--- config.mk ---
export PLATFORM = sky130hd
export DESIGN_NAME = pr_stage_skid_flat
export DESIGN_NICKNAME = d
export VERILOG_FILES = /design/src/rtl/pipe_pkg.sv /design/src/rtl/pr_stage_skid_if.sv /design/src/rtl/pr_entry_reg.sv /design/src/rtl/pr_stage_skid.sv /design/src/flat_wrapper.sv
export SDC_FILE = /design/constraint.sdc
export NUM_CORES = 1
export LEC_CHECK = 0
export CAP_MARGIN = 0
export CORE_ASPECT_RATIO = 0.9
export CORE_MARGIN = 8
export CORE_UTILIZATION = 47
export DETAILED_ROUTE_END_ITERATION = 6
export PLACE_DENSITY = 0.77
export SLEW_MARGIN = 20
export SYNTH_ARGS = -nofsm -noshare
export SYNTH_HDL_FRONTEND = slang
export SYNTH_SLANG_ARGS = --single-unit
export TNS_END_PERCENT = 1
--- constraint.sdc ---
create_clock -name clk -period 2.5 [get_ports clk]
set_clock_uncertainty 0.2 [all_clocks]
set_input_delay 0.5 -clock clk [delete_from_list [all_inputs] [get_ports clk]]
set_output_delay 0.5 -clock clk [all_outputs]
set_load 0.02 [all_outputs]
--- src/rtl/pipe_pkg.sv ---
// Shared pipeline-stage definitions: bubble encoding, default PC step and
// the canonical stage-entry layout used between IF/ID and ID/EX.
package pipe_pkg;

    localparam logic [5:0]  NOP_OPCODE   = 6'b111111;
    localparam logic [31:0] BUBBLE_INSTR = {NOP_OPCODE, 26'd0};
    localparam int unsigned PC_INC_DEF   = 4;

    typedef struct packed {
        logic [31:0] data;
        logic [31:0] pc;
        logic [31:0] pc_inc;
    } stage_entry_t;

endpackage

--- src/rtl/pr_stage_skid_if.sv ---
// Upstream/downstream valid-ready bundle of one pipeline stage.
// slave = the stage itself, master = the surrounding pipeline.
interface pr_stage_skid_if #(
    parameter int DATA_W = 32,
    parameter int PC_W   = 32
);
    logic              in_valid;
    logic              in_ready;
    logic [DATA_W-1:0] in_data;
    logic [PC_W-1:0]   in_pc;
    logic              out_valid;
    logic              out_ready;
    logic [DATA_W-1:0] out_data;
    logic [PC_W-1:0]   out_pc;
    logic [PC_W-1:0]   out_pc_inc;

    modport slave (
        input  in_valid, in_data, in_pc, out_ready,
        output in_ready, out_valid, out_data, out_pc, out_pc_inc
    );

    modport master (
        output in_valid, in_data, in_pc, out_ready,
        input  in_ready, out_valid, out_data, out_pc, out_pc_inc
    );
endinterface

--- src/rtl/pr_entry_reg.sv ---
// One held stage entry with its valid bit; clear wins over load, reset wins
// over both and parks the payload at RST_VAL.
module pr_entry_reg #(
    parameter int           W       = 96,
    parameter logic [W-1:0] RST_VAL = '0
) (
    input  logic         clk,
    input  logic         rst,
    input  logic         i_load,
    input  logic         i_clear,
    input  logic [W-1:0] i_d,
    output logic         o_valid,
    output logic [W-1:0] o_q
);

    logic         r_valid;
    logic [W-1:0] r_q;

    always_ff @(posedge clk) begin
        if (rst) begin
            r_valid <= 1'b0;
            r_q     <= RST_VAL;
        end else if (i_clear) begin
            r_valid <= 1'b0;
        end else if (i_load) begin
            r_valid <= 1'b1;
            r_q     <= i_d;
        end
    end

    assign o_valid = r_valid;
    assign o_q     = r_q;

endmodule

--- src/rtl/pr_stage_skid.sv ---
// Pipeline-stage register with a two-entry skid (M presented, S overflow),
// flush-to-bubble and a saturating downstream stall counter.
module pr_stage_skid
    import pipe_pkg::*;
#(
    parameter int                DATA_W = 32,
    parameter int                PC_W   = 32,
    parameter int unsigned       PC_INC = PC_INC_DEF,
    parameter logic [DATA_W-1:0] BUBBLE = DATA_W'(BUBBLE_INSTR),
    parameter int                CNT_W  = 16
) (
    input  logic             clk,
    input  logic             rst,
    input  logic             flush,
    pr_stage_skid_if.slave   bus,
    output logic [CNT_W-1:0] stall_cnt
);

    typedef struct packed {
        logic [DATA_W-1:0] data;
        logic [PC_W-1:0]   pc;
        logic [PC_W-1:0]   pc_inc;
    } entry_t;

    localparam int     EW      = $bits(entry_t);
    localparam entry_t RST_ENT = '{data: BUBBLE, pc: '0, pc_inc: '0};

    entry_t           w_in_ent;
    entry_t           w_m_d;
    entry_t           w_m_ent;
    entry_t           w_s_ent;
    logic             w_m_valid;
    logic             w_s_valid;
    logic             w_m_load;
    logic             w_m_clear;
    logic             w_s_load;
    logic             w_s_clear;
    logic             w_acc;
    logic             w_drn;
    logic [CNT_W-1:0] r_stall_cnt;

    // pc_inc is fixed at capture time and travels with the entry
    assign w_in_ent = '{data:   bus.in_data,
                        pc:     bus.in_pc,
                        pc_inc: bus.in_pc + PC_W'(PC_INC)};

    assign w_acc = bus.in_valid & bus.in_ready;
    assign w_drn = w_m_valid & bus.out_ready;

    always_comb begin
        w_m_load  = 1'b0;
        w_m_clear = 1'b0;
        w_s_load  = 1'b0;
        w_s_clear = 1'b0;
        w_m_d     = w_in_ent;
        if (flush) begin
            w_m_clear = 1'b1;
            w_s_clear = 1'b1;
        end else if (!w_m_valid || w_drn) begin
            if (w_s_valid) begin
                w_m_load = 1'b1;
                w_m_d    = w_s_ent;
                if (w_acc) w_s_load  = 1'b1;
                else       w_s_clear = 1'b1;
            end else if (w_acc) begin
                w_m_load = 1'b1;
            end else begin
                w_m_clear = 1'b1;
            end
        end else if (w_acc) begin
            w_s_load = 1'b1;
        end
    end

    pr_entry_reg #(.W(EW), .RST_VAL(RST_ENT)) u_main (
        .clk     (clk),
        .rst     (rst),
        .i_load  (w_m_load),
        .i_clear (w_m_clear),
        .i_d     (w_m_d),
        .o_valid (w_m_valid),
        .o_q     (w_m_ent)
    );

    pr_entry_reg #(.W(EW), .RST_VAL(RST_ENT)) u_skid (
        .clk     (clk),
        .rst     (rst),
        .i_load  (w_s_load),
        .i_clear (w_s_clear),
        .i_d     (w_in_ent),
        .o_valid (w_s_valid),
        .o_q     (w_s_ent)
    );

    always_ff @(posedge clk) begin
        if (rst)
            r_stall_cnt <= '0;
        else if (w_m_valid && !bus.out_ready && r_stall_cnt != {CNT_W{1'b1}})
            r_stall_cnt <= r_stall_cnt + 1'b1;
    end

    // ready depends only on S occupancy, never on out_ready
    assign bus.in_ready   = ~w_s_valid & ~rst;
    assign bus.out_valid  = w_m_valid;
    assign bus.out_data   = w_m_valid ? w_m_ent.data   : BUBBLE;
    assign bus.out_pc     = w_m_valid ? w_m_ent.pc     : '0;
    assign bus.out_pc_inc = w_m_valid ? w_m_ent.pc_inc : '0;
    assign stall_cnt      = r_stall_cnt;

endmodule

--- src/flat_wrapper.sv ---
// flat-port wrapper written by rule: the top's interface ports become plain ports
module pr_stage_skid_flat import pipe_pkg::*;
#(
    parameter int                DATA_W = 32,
    parameter int                PC_W   = 32,
    parameter int unsigned       PC_INC = PC_INC_DEF,
    parameter logic [DATA_W-1:0] BUBBLE = DATA_W'(BUBBLE_INSTR),
    parameter int                CNT_W  = 16
)
  (clk, rst, flush, stall_cnt, bus_in_valid, bus_in_data, bus_in_pc, bus_out_ready, bus_in_ready, bus_out_valid, bus_out_data, bus_out_pc, bus_out_pc_inc);
  pr_stage_skid_if #(.DATA_W(DATA_W), .PC_W(PC_W)) bus_i ();
  input  logic clk;
  input  logic rst;
  input  logic flush;
  output logic [CNT_W-1:0] stall_cnt;
  input wire logic [$bits(bus_i.in_valid)-1:0] bus_in_valid;
  input wire logic [$bits(bus_i.in_data)-1:0] bus_in_data;
  input wire logic [$bits(bus_i.in_pc)-1:0] bus_in_pc;
  input wire logic [$bits(bus_i.out_ready)-1:0] bus_out_ready;
  output wire logic [$bits(bus_i.in_ready)-1:0] bus_in_ready;
  output wire logic [$bits(bus_i.out_valid)-1:0] bus_out_valid;
  output wire logic [$bits(bus_i.out_data)-1:0] bus_out_data;
  output wire logic [$bits(bus_i.out_pc)-1:0] bus_out_pc;
  output wire logic [$bits(bus_i.out_pc_inc)-1:0] bus_out_pc_inc;
  assign bus_i.in_valid = bus_in_valid;
  assign bus_i.in_data = bus_in_data;
  assign bus_i.in_pc = bus_in_pc;
  assign bus_i.out_ready = bus_out_ready;
  assign bus_in_ready = bus_i.in_ready;
  assign bus_out_valid = bus_i.out_valid;
  assign bus_out_data = bus_i.out_data;
  assign bus_out_pc = bus_i.out_pc;
  assign bus_out_pc_inc = bus_i.out_pc_inc;
  pr_stage_skid #(.DATA_W(DATA_W), .PC_W(PC_W), .PC_INC(PC_INC), .BUBBLE(BUBBLE), .CNT_W(CNT_W)) u_core (.clk(clk), .rst(rst), .flush(flush), .bus(bus_i), .stall_cnt(stall_cnt));
endmodule
==> flow_summary.yaml, run 1 <==
outcome:
  outcome: "finished, final reports clean"
sta:
  drv_slew: 0
  tns_ps: 0
  setup_viol: 0
  whs_ps: 249
  finalCritPeriodShare_pct: 97.9
  setup_slack_ps: 51.4
  worst_pin_slew_ps: 907
  slew_headroom_pct: 39.5
  hold_viol: 0
  fin_crit_ps: 2450
  max_freq_mhz: 408
worst_setup_path:
  required_ps: 2680
  cp-end-kind: "register"
  crit_fanout: 9
  critPathSlowestCell: "or4_4"
  arrival_ps: 2630
  path_cells: "clkdlybuf4s50_1 > nand4_1 > buf_4 > or4_4 > nor4_2 > xnor2_1 > a2111oi_2"
  crit_buf_inv: 2
  path_delay_family: "simple AND/OR/NAND/NOR gates"
  reg2reg_from: "u_core.u_main.o_valid"
  max_stage_delay_ps: 540
  critPathKind: "primary input to register"
  setup.worst_path.start: "bus_in_pc[8]"
  start_kind: "primary input"
global_routing:
  grt_pass1_vias: 8457
  antenna_found_initial: 0
  grt_pass1_wl_um: 43600
  grt_max_degree: 87
  grt_usage_pct: 21.6
  grt_overflow: 0
placed_design:
  dp_hpwl_um: 19000
  place_ws_ps: -435
  place_congestion: 0.887
  portBuffers: 182
power_and_ir_drop:
  power_frac_comb_pct: 9.0
  p_int_mw: 5.67
  power_frac_clock_pct: 44.7
  p_switching_mw: 1.71
  power_density_nw_per_um2: 585
  pwr-share-seq_pct: 46.3
  vdd_drop_max_mv: 0.371
  p_leak_nw: 5.06
  p_sw_share_pct: 23.2
floorplan:
  core-area_um2: 19200
  rows: 48
  start_util_pct: 48.0
  dieArea_um2: 24400
  die_x_um: 164
  ios: 183
  die_y_um: 149
drt:
  detail_route.drc_violations: 0
  drtPass1Iterations: 5
  vias: 8976
  ant_nets: 0
  drt_iter0_drc: 680
  wl_um: 27700
  drt-vias-per-instance: 5.45
  wire_per_inst_um: 16.8
worst_hold_path:
  hold_class: "register to register"
  hp-start: "u_core.u_main.o_q[7]"
layout:
  drive_above_1_share_pct: 11.2
  antennaDiodeCount: 0
  utilization_pct: 65.7
  multiInputGateArea_um2: 4700
  nNetsFinal: 1454
  syn_to_final_growth_pct: 36.8
  area.sequential_um2: 4130
  nFillCells: 1656
logic_synthesis:
  synth_edf_count: 0
  ys.flop_type: "dfxtp_1"
  synthDistinctLibCells: 53
  synthArstFlopShare_pct: 0
  synthCells: 1177
  synth_nets: 1248
  syn_area_per_cell_um2: 7.85
  syn-cell-area_um2: 9230
  synth_top_cell_area_share_pct: 44.7
  yosys_warnings: 0
  yosys-top-cells-area: "dfxtp_1 45%, nand2_1 11%, and2_1 6.1%"
  yosys.area.top_type: "dfxtp_1"
  synth_seq_area_share_pct: 44.7
  synth_seq_cells: 206
cts:
  tritoncts: "yes"
  cts-hold-fix-buffers: 0
  cts_inserted_buffers: 23
  cts_setup_buffers: 0
  clk-insertion-delay-late_ps: 500
  clk_pin_slew_ps: 60
  cts_sinks: 206
  cts_root_buf: "clkbuf_16"
  clock_path_buffers: 3
  htreeDepth: 1
flow_run:
  drv_cap: 0
==> metal layers <==
metal / track usage [%] / vias to the layer above / share of wire [%]
li1: - / 4417 / -
met1: 27.9 / 4189 / 44
met2: 36.7 / 314 / 47
met3: 3.70 / 56 / 6.8
met4: 5.81 / 0 / 2.5
met5: 0 / - / 0
==> state kept, by name (all words and copies together) (netlist names) <==
| name | flops |
|---|---|
| u_core.stall_cnt | 16 |
| u_core.u_main.o_q | 94 |
| u_core.u_main.o_valid | 1 |
| u_core.u_skid.o_q | 94 |
| u_core.u_skid.o_valid | 1 |
==> metrics by stage <==
| stage | power (mW) | instance area (um^2) | instances |
|---|---|---|---|
| after global routing | 7.63 | 12600 | 1647 |
| after floorplan | 3.80 | 9230 | 1177 |
| after global placement | 4.15 | 12000 | 1608 |
| after CTS | 7.43 | 12600 | 1647 |
| final | 7.38 | 12600 | 1647 |
| after detailed placement | 4.16 | 12000 | 1608 |
==> worst register-to-register path, stage by stage (launching register included) <==
cell and delay (ps):
dfxtp_2 360, buf_12 240, nand2b_1 180, buf_4 180, nor3_2 200, buf_12 220, buf_12 210, o21ai_0 140
a21oi_1 150
==> cell usage in the layout, fill, tap and decap left out, drive strengths merged, types with 13 or more instances in the layout <==
cell	synthesis	routed
a211oi	13	13
o21ai	18	18
a21oi	91	91
a311oi	60	60
nor2	112	112
xor2	15	15
clkdlybuf4s50	0	91
and2	90	90
nand2b	13	13
dfxtp	206	206
nand2	281	281
inv	16	16
buf	10	104
dlygate4sd2	0	87
xnor2	25	25
clkbuf	92	34
nand3	21	21
nor3	14	14
==> path summary, 6_finish.rpt <==
path | end | slack (ps) | cells after the start
hold reg to reg | u_core.u_main.o_q[7] | 250 | 2
setup / recovery | u_core.u_main.o_q[29] | 50 | 7
setup reg to reg | u_core.u_skid.o_q[28] | 350 | 8
hold / removal | u_core.u_main.o_q[7] | 250 | 2
==> power groups by stage <==
stage               combinational [mW]  clock (mW)  sequential (mW)
floorplan                        0.324           0             3.47
global placement                 0.658           0             3.49
detailed placement               0.669           0             3.49
CTS                              0.663        3.35             3.42
global route                     0.720        3.49             3.43
finish                           0.665        3.30             3.42
==> Yosys cell counts, types with 2 or more instances <==
cell type / count
and4b_1: 2
ha_1: 2
buf_1: 3
a21oi_1: 91
buf_2: 4
o21ai_0: 18
nor2_1: 112
a2111oi_2: 3
clkbuf_1: 92
nor3_1: 14
a31oi_1: 2
a211o_1: 2
a221o_1: 4
and3_1: 3
a211oi_1: 13
xor2_1: 15
nor3b_1: 4
a22oi_1: 12
or3_1: 2
nor4_1: 8
a311oi_1: 60
o311ai_0: 6
and4_1: 4
o211ai_1: 8
o22ai_1: 10
and2_1: 90
nand4_1: 8
nor2b_1: 3
nand2_1: 281
dfxtp_1: 206
xnor2_1: 25
inv_1: 16
buf_4: 2
nand3_1: 20
nand2b_1: 13
o221ai_1: 2
==> cells by family after synthesis <==
| logic type | count (synthesis) | synth area share [%] |
|---|---|---|
| multiplexers | 1 | 0.108 |
| flip-flops | 206 | 44.7 |
| adder cells (fa/ha/maj) | 2 | 0.271 |
| XOR/XNOR | 40 | 3.79 |
| AO/OA/AOI/OAI | 239 | 17.7 |
| buffers and inverters | 118 | 5.01 |
| AND/OR/NAND/NOR | 571 | 28.4 |
==> layout make-up <==
cell class,count,share of cell area [%]
clock buffers,34,5.44
clock inverters,5,0.396
inverters,16,0.476
multi-input cells,853,37.2
flip-flops and latches,206,32.7
well taps,250,2.48
repair buffers,283,21.4
==> what timing repair did <==
action / in CTS / in global routing
endpoints found under the hold margin: 0 / 0
pin swaps: 0 / 0
gates cloned: 0 / 0
endpoints found under the setup margin: 88 / 6
gates resized for setup: 89 / 5
No activity file was read; power rests on OpenSTA's default activity.
==> inputs of run 2 (changes only) <==
--- a/config.mk
+++ b/config.mk
@@ -5,12 +5,13 @@
 export SDC_FILE = /design/constraint.sdc
 export NUM_CORES = 1
 export LEC_CHECK = 0
+export ABC_AREA = 0
 export CAP_MARGIN = 0
 export CORE_ASPECT_RATIO = 0.9
 export CORE_MARGIN = 8
-export CORE_UTILIZATION = 47
+export CORE_UTILIZATION = 52
 export DETAILED_ROUTE_END_ITERATION = 6
-export PLACE_DENSITY = 0.77
+export PLACE_DENSITY = 0.8
 export SLEW_MARGIN = 20
 export SYNTH_ARGS = -nofsm -noshare
 export SYNTH_HDL_FRONTEND = slang
==> constraint.sdc (replaced) <==
create_clock -name clk -period 2.7 [get_ports clk]
set_clock_uncertainty 0.2 [all_clocks]
set_input_delay 0.54 -clock clk [delete_from_list [all_inputs] [get_ports clk]]
set_output_delay 0.54 -clock clk [all_outputs]
set_load 0.02 [all_outputs]
==> run 2 against run 1 <==
  * Flip-flop and latch count unchanged
  * Cell area decreased by 0.63%
  * Sequential power decreased by 7.3%
  * Clock power decreased by 13%
  * Critical path type is now register to output port
  * Non-clock buffer count decreased by 19
  * Cell count decreased by 1.8%
  * Setup slack got worse by 18 ps
  * Worst hold slack got worse by 0.60 ps
  * Die area decreased by 8.6%
  * Highest routed layer unchanged
==> flow_summary.yaml, run 2 (same netlist as run 1, synthesis figures left out) <==
outcome:
  outcome: "finished, final reports clean"
cts:
  cts_inserted_buffers: 21
  htreeDepth: 1
  cts-hold-fix-buffers: 0
  cts_root_buf: "clkbuf_16"
  clock_path_buffers: 3
  clk_pin_slew_ps: 60
  tritoncts: "yes"
  cts_sinks: 206
  clk-insertion-delay-late_ps: 490
  cts_setup_buffers: 0
global_routing:
  grt_pass1_wl_um: 43300
  grt_pass1_vias: 8673
  grt_overflow: 0
  grt_max_degree: 175
  antenna_found_initial: 3
  grt_usage_pct: 23.5
floorplan:
  die_x_um: 156
  dieArea_um2: 22300
  start_util_pct: 52.8
  die_y_um: 142
  rows: 46
  core-area_um2: 17500
  ios: 183
worst_setup_path:
  path_delay_family: "buffers and inverters"
  path_depth: 3
  crit_buf_inv: 2
  start_kind: "register"
  critPathSlowestCell: "clkdlybuf4s50_1"
  path_cells: "buf_12 > and2_1 > clkdlybuf4s50_1"
  crit_fanout: 61
  critPathKind: "register to output port"
  setup.worst_path.start: "u_core.u_main.o_valid"
  crit_path_end: "bus_out_pc_inc[3]"
  reg2reg_slack_ps: 540
  required_ps: 1960
  max_stage_delay_ps: 610
  r2r_end: "u_core.u_main.o_q[49]"
  arrival_ps: 1930
  ff2ff_path_depth: 7
  reg2reg_from: "u_core.u_main.o_valid"
  cp-end-kind: "output port"
placed_design:
  portBuffers: 182
  place_ws_ps: -242
  place_area_um2: 11800
  dp_hpwl_um: 18400
  place_inst: 1579
  place_congestion: 0.919
sta:
  hold_viol: 0
  drv_slew: 0
  rsz0062_at_grt: "true"
  worst_pin_slew_ps: 790
  whs_ps: 248
  max_freq_mhz: 375
  slew_headroom_pct: 47.4
  setup_slack_ps: 33.6
  fin_crit_ps: 2670
  setup_viol: 0
  tns_ps: 0
  finalCritPeriodShare_pct: 98.8
power_and_ir_drop:
  p_leak_nw: 4.96
  p_total_mw: 6.65
  power_density_nw_per_um2: 530
  vdd_drop_max_mv: 0.367
layout:
  instances_no_fill: 1618
  syn_to_final_growth_pct: 35.9
  nNetsFinal: 1433
  final_cell_mix: "281 x nand2_1, 205 x dfxtp_1, 157 x clkdlybuf4s50_1"
  drive_above_1_share_pct: 9.30
  stdcell_area_um2: 12500
  final_common_cell: "nand2_1"
  utilization_pct: 71.7
drt:
  drtPass1Iterations: 5
  drt_iter0_drc: 602
  ant_nets: 0
  detail_route.drc_violations: 0
  wl_um: 27500
  wire_per_inst_um: 17.0
  vias: 9056
  drt-vias-per-instance: 5.60
worst_hold_path:
  hold_class: "register to register"
flow_run:
  drv_cap: 0
==> run 2: cell count changes in the layout (fill, tap and decap cells not counted), sizes merged <==
cell,change
clkdlybuf4s15,-1
clkbuf,-1
dlygate4sd2,-87
clkdlybuf4s50,+66
buf,-21
inv,+1
dlymetal6s2s,+24
clkinv,-2
diode,+2
==> run 2: what timing repair did <==
action | CTS | global route
pin swaps | 0 | 0
resized for setup | 1 | 25
endpoints found under the setup margin | 24 | 37
==> run 2: area by class of cell <==
class	count	area, um^2
Antenna cell	2	5.00
Clock buffer	33	631
Clock inverter	4	48.8
Fill cell	1398	4950
Inverter	16	60.1
Multi-Input combinational cell	853	4670
Sequential cell	206	4130
Tap cell	240	300
Timing Repair Buffer	264	2710
==> run 2: tightest hold or removal path: stages (launching register included) <==
cell and delay (ps):
dfxtp_1 300, nand2_1 50, a21oi_1 50
==> run 2: metal layers <==
layer | part of all wire, % | GRT usage, % | up-vias
met1 | 41 | 28.8 | 4264
met2 | 48 | 40.3 | 341
met5 | 0 | 0 | -
met3 | 7.9 | 4.58 | 58
li1 | - | - | 4393
met4 | 2.6 | 8.19 | 0
==> run 2: how the worst min path moves through the flow <==
stage | start | endpoint | slack (ps) | depth (start not counted)
final | u_core.u_main.o_q[7] | u_core.u_main.o_q[7] | 250 | 2
after global routing | u_core.u_skid.o_q[40] | u_core.u_skid.o_q[40] | 270 | 2
after CTS | u_core.u_main.o_q[7] | u_core.u_main.o_q[7] | 250 | 2
after detailed placement | u_core.u_main.o_q[7] | u_core.u_main.o_q[7] | 240 | 2
after global placement | u_core.u_main.o_q[8] | u_core.u_main.o_q[8] | 240 | 2
after floorplan | u_core.u_main.o_q[10] | u_core.u_main.o_q[10] | 230 | 2
==> run 2: report_power, final <==
part	leakage [nW]	total (mW)	internal, mW	switching (mW)
logic	2.95	0.619	0.292	0.326
registers	1.67	3.17	3.12	0.0439
clock network	0.336	2.86	1.70	1.17
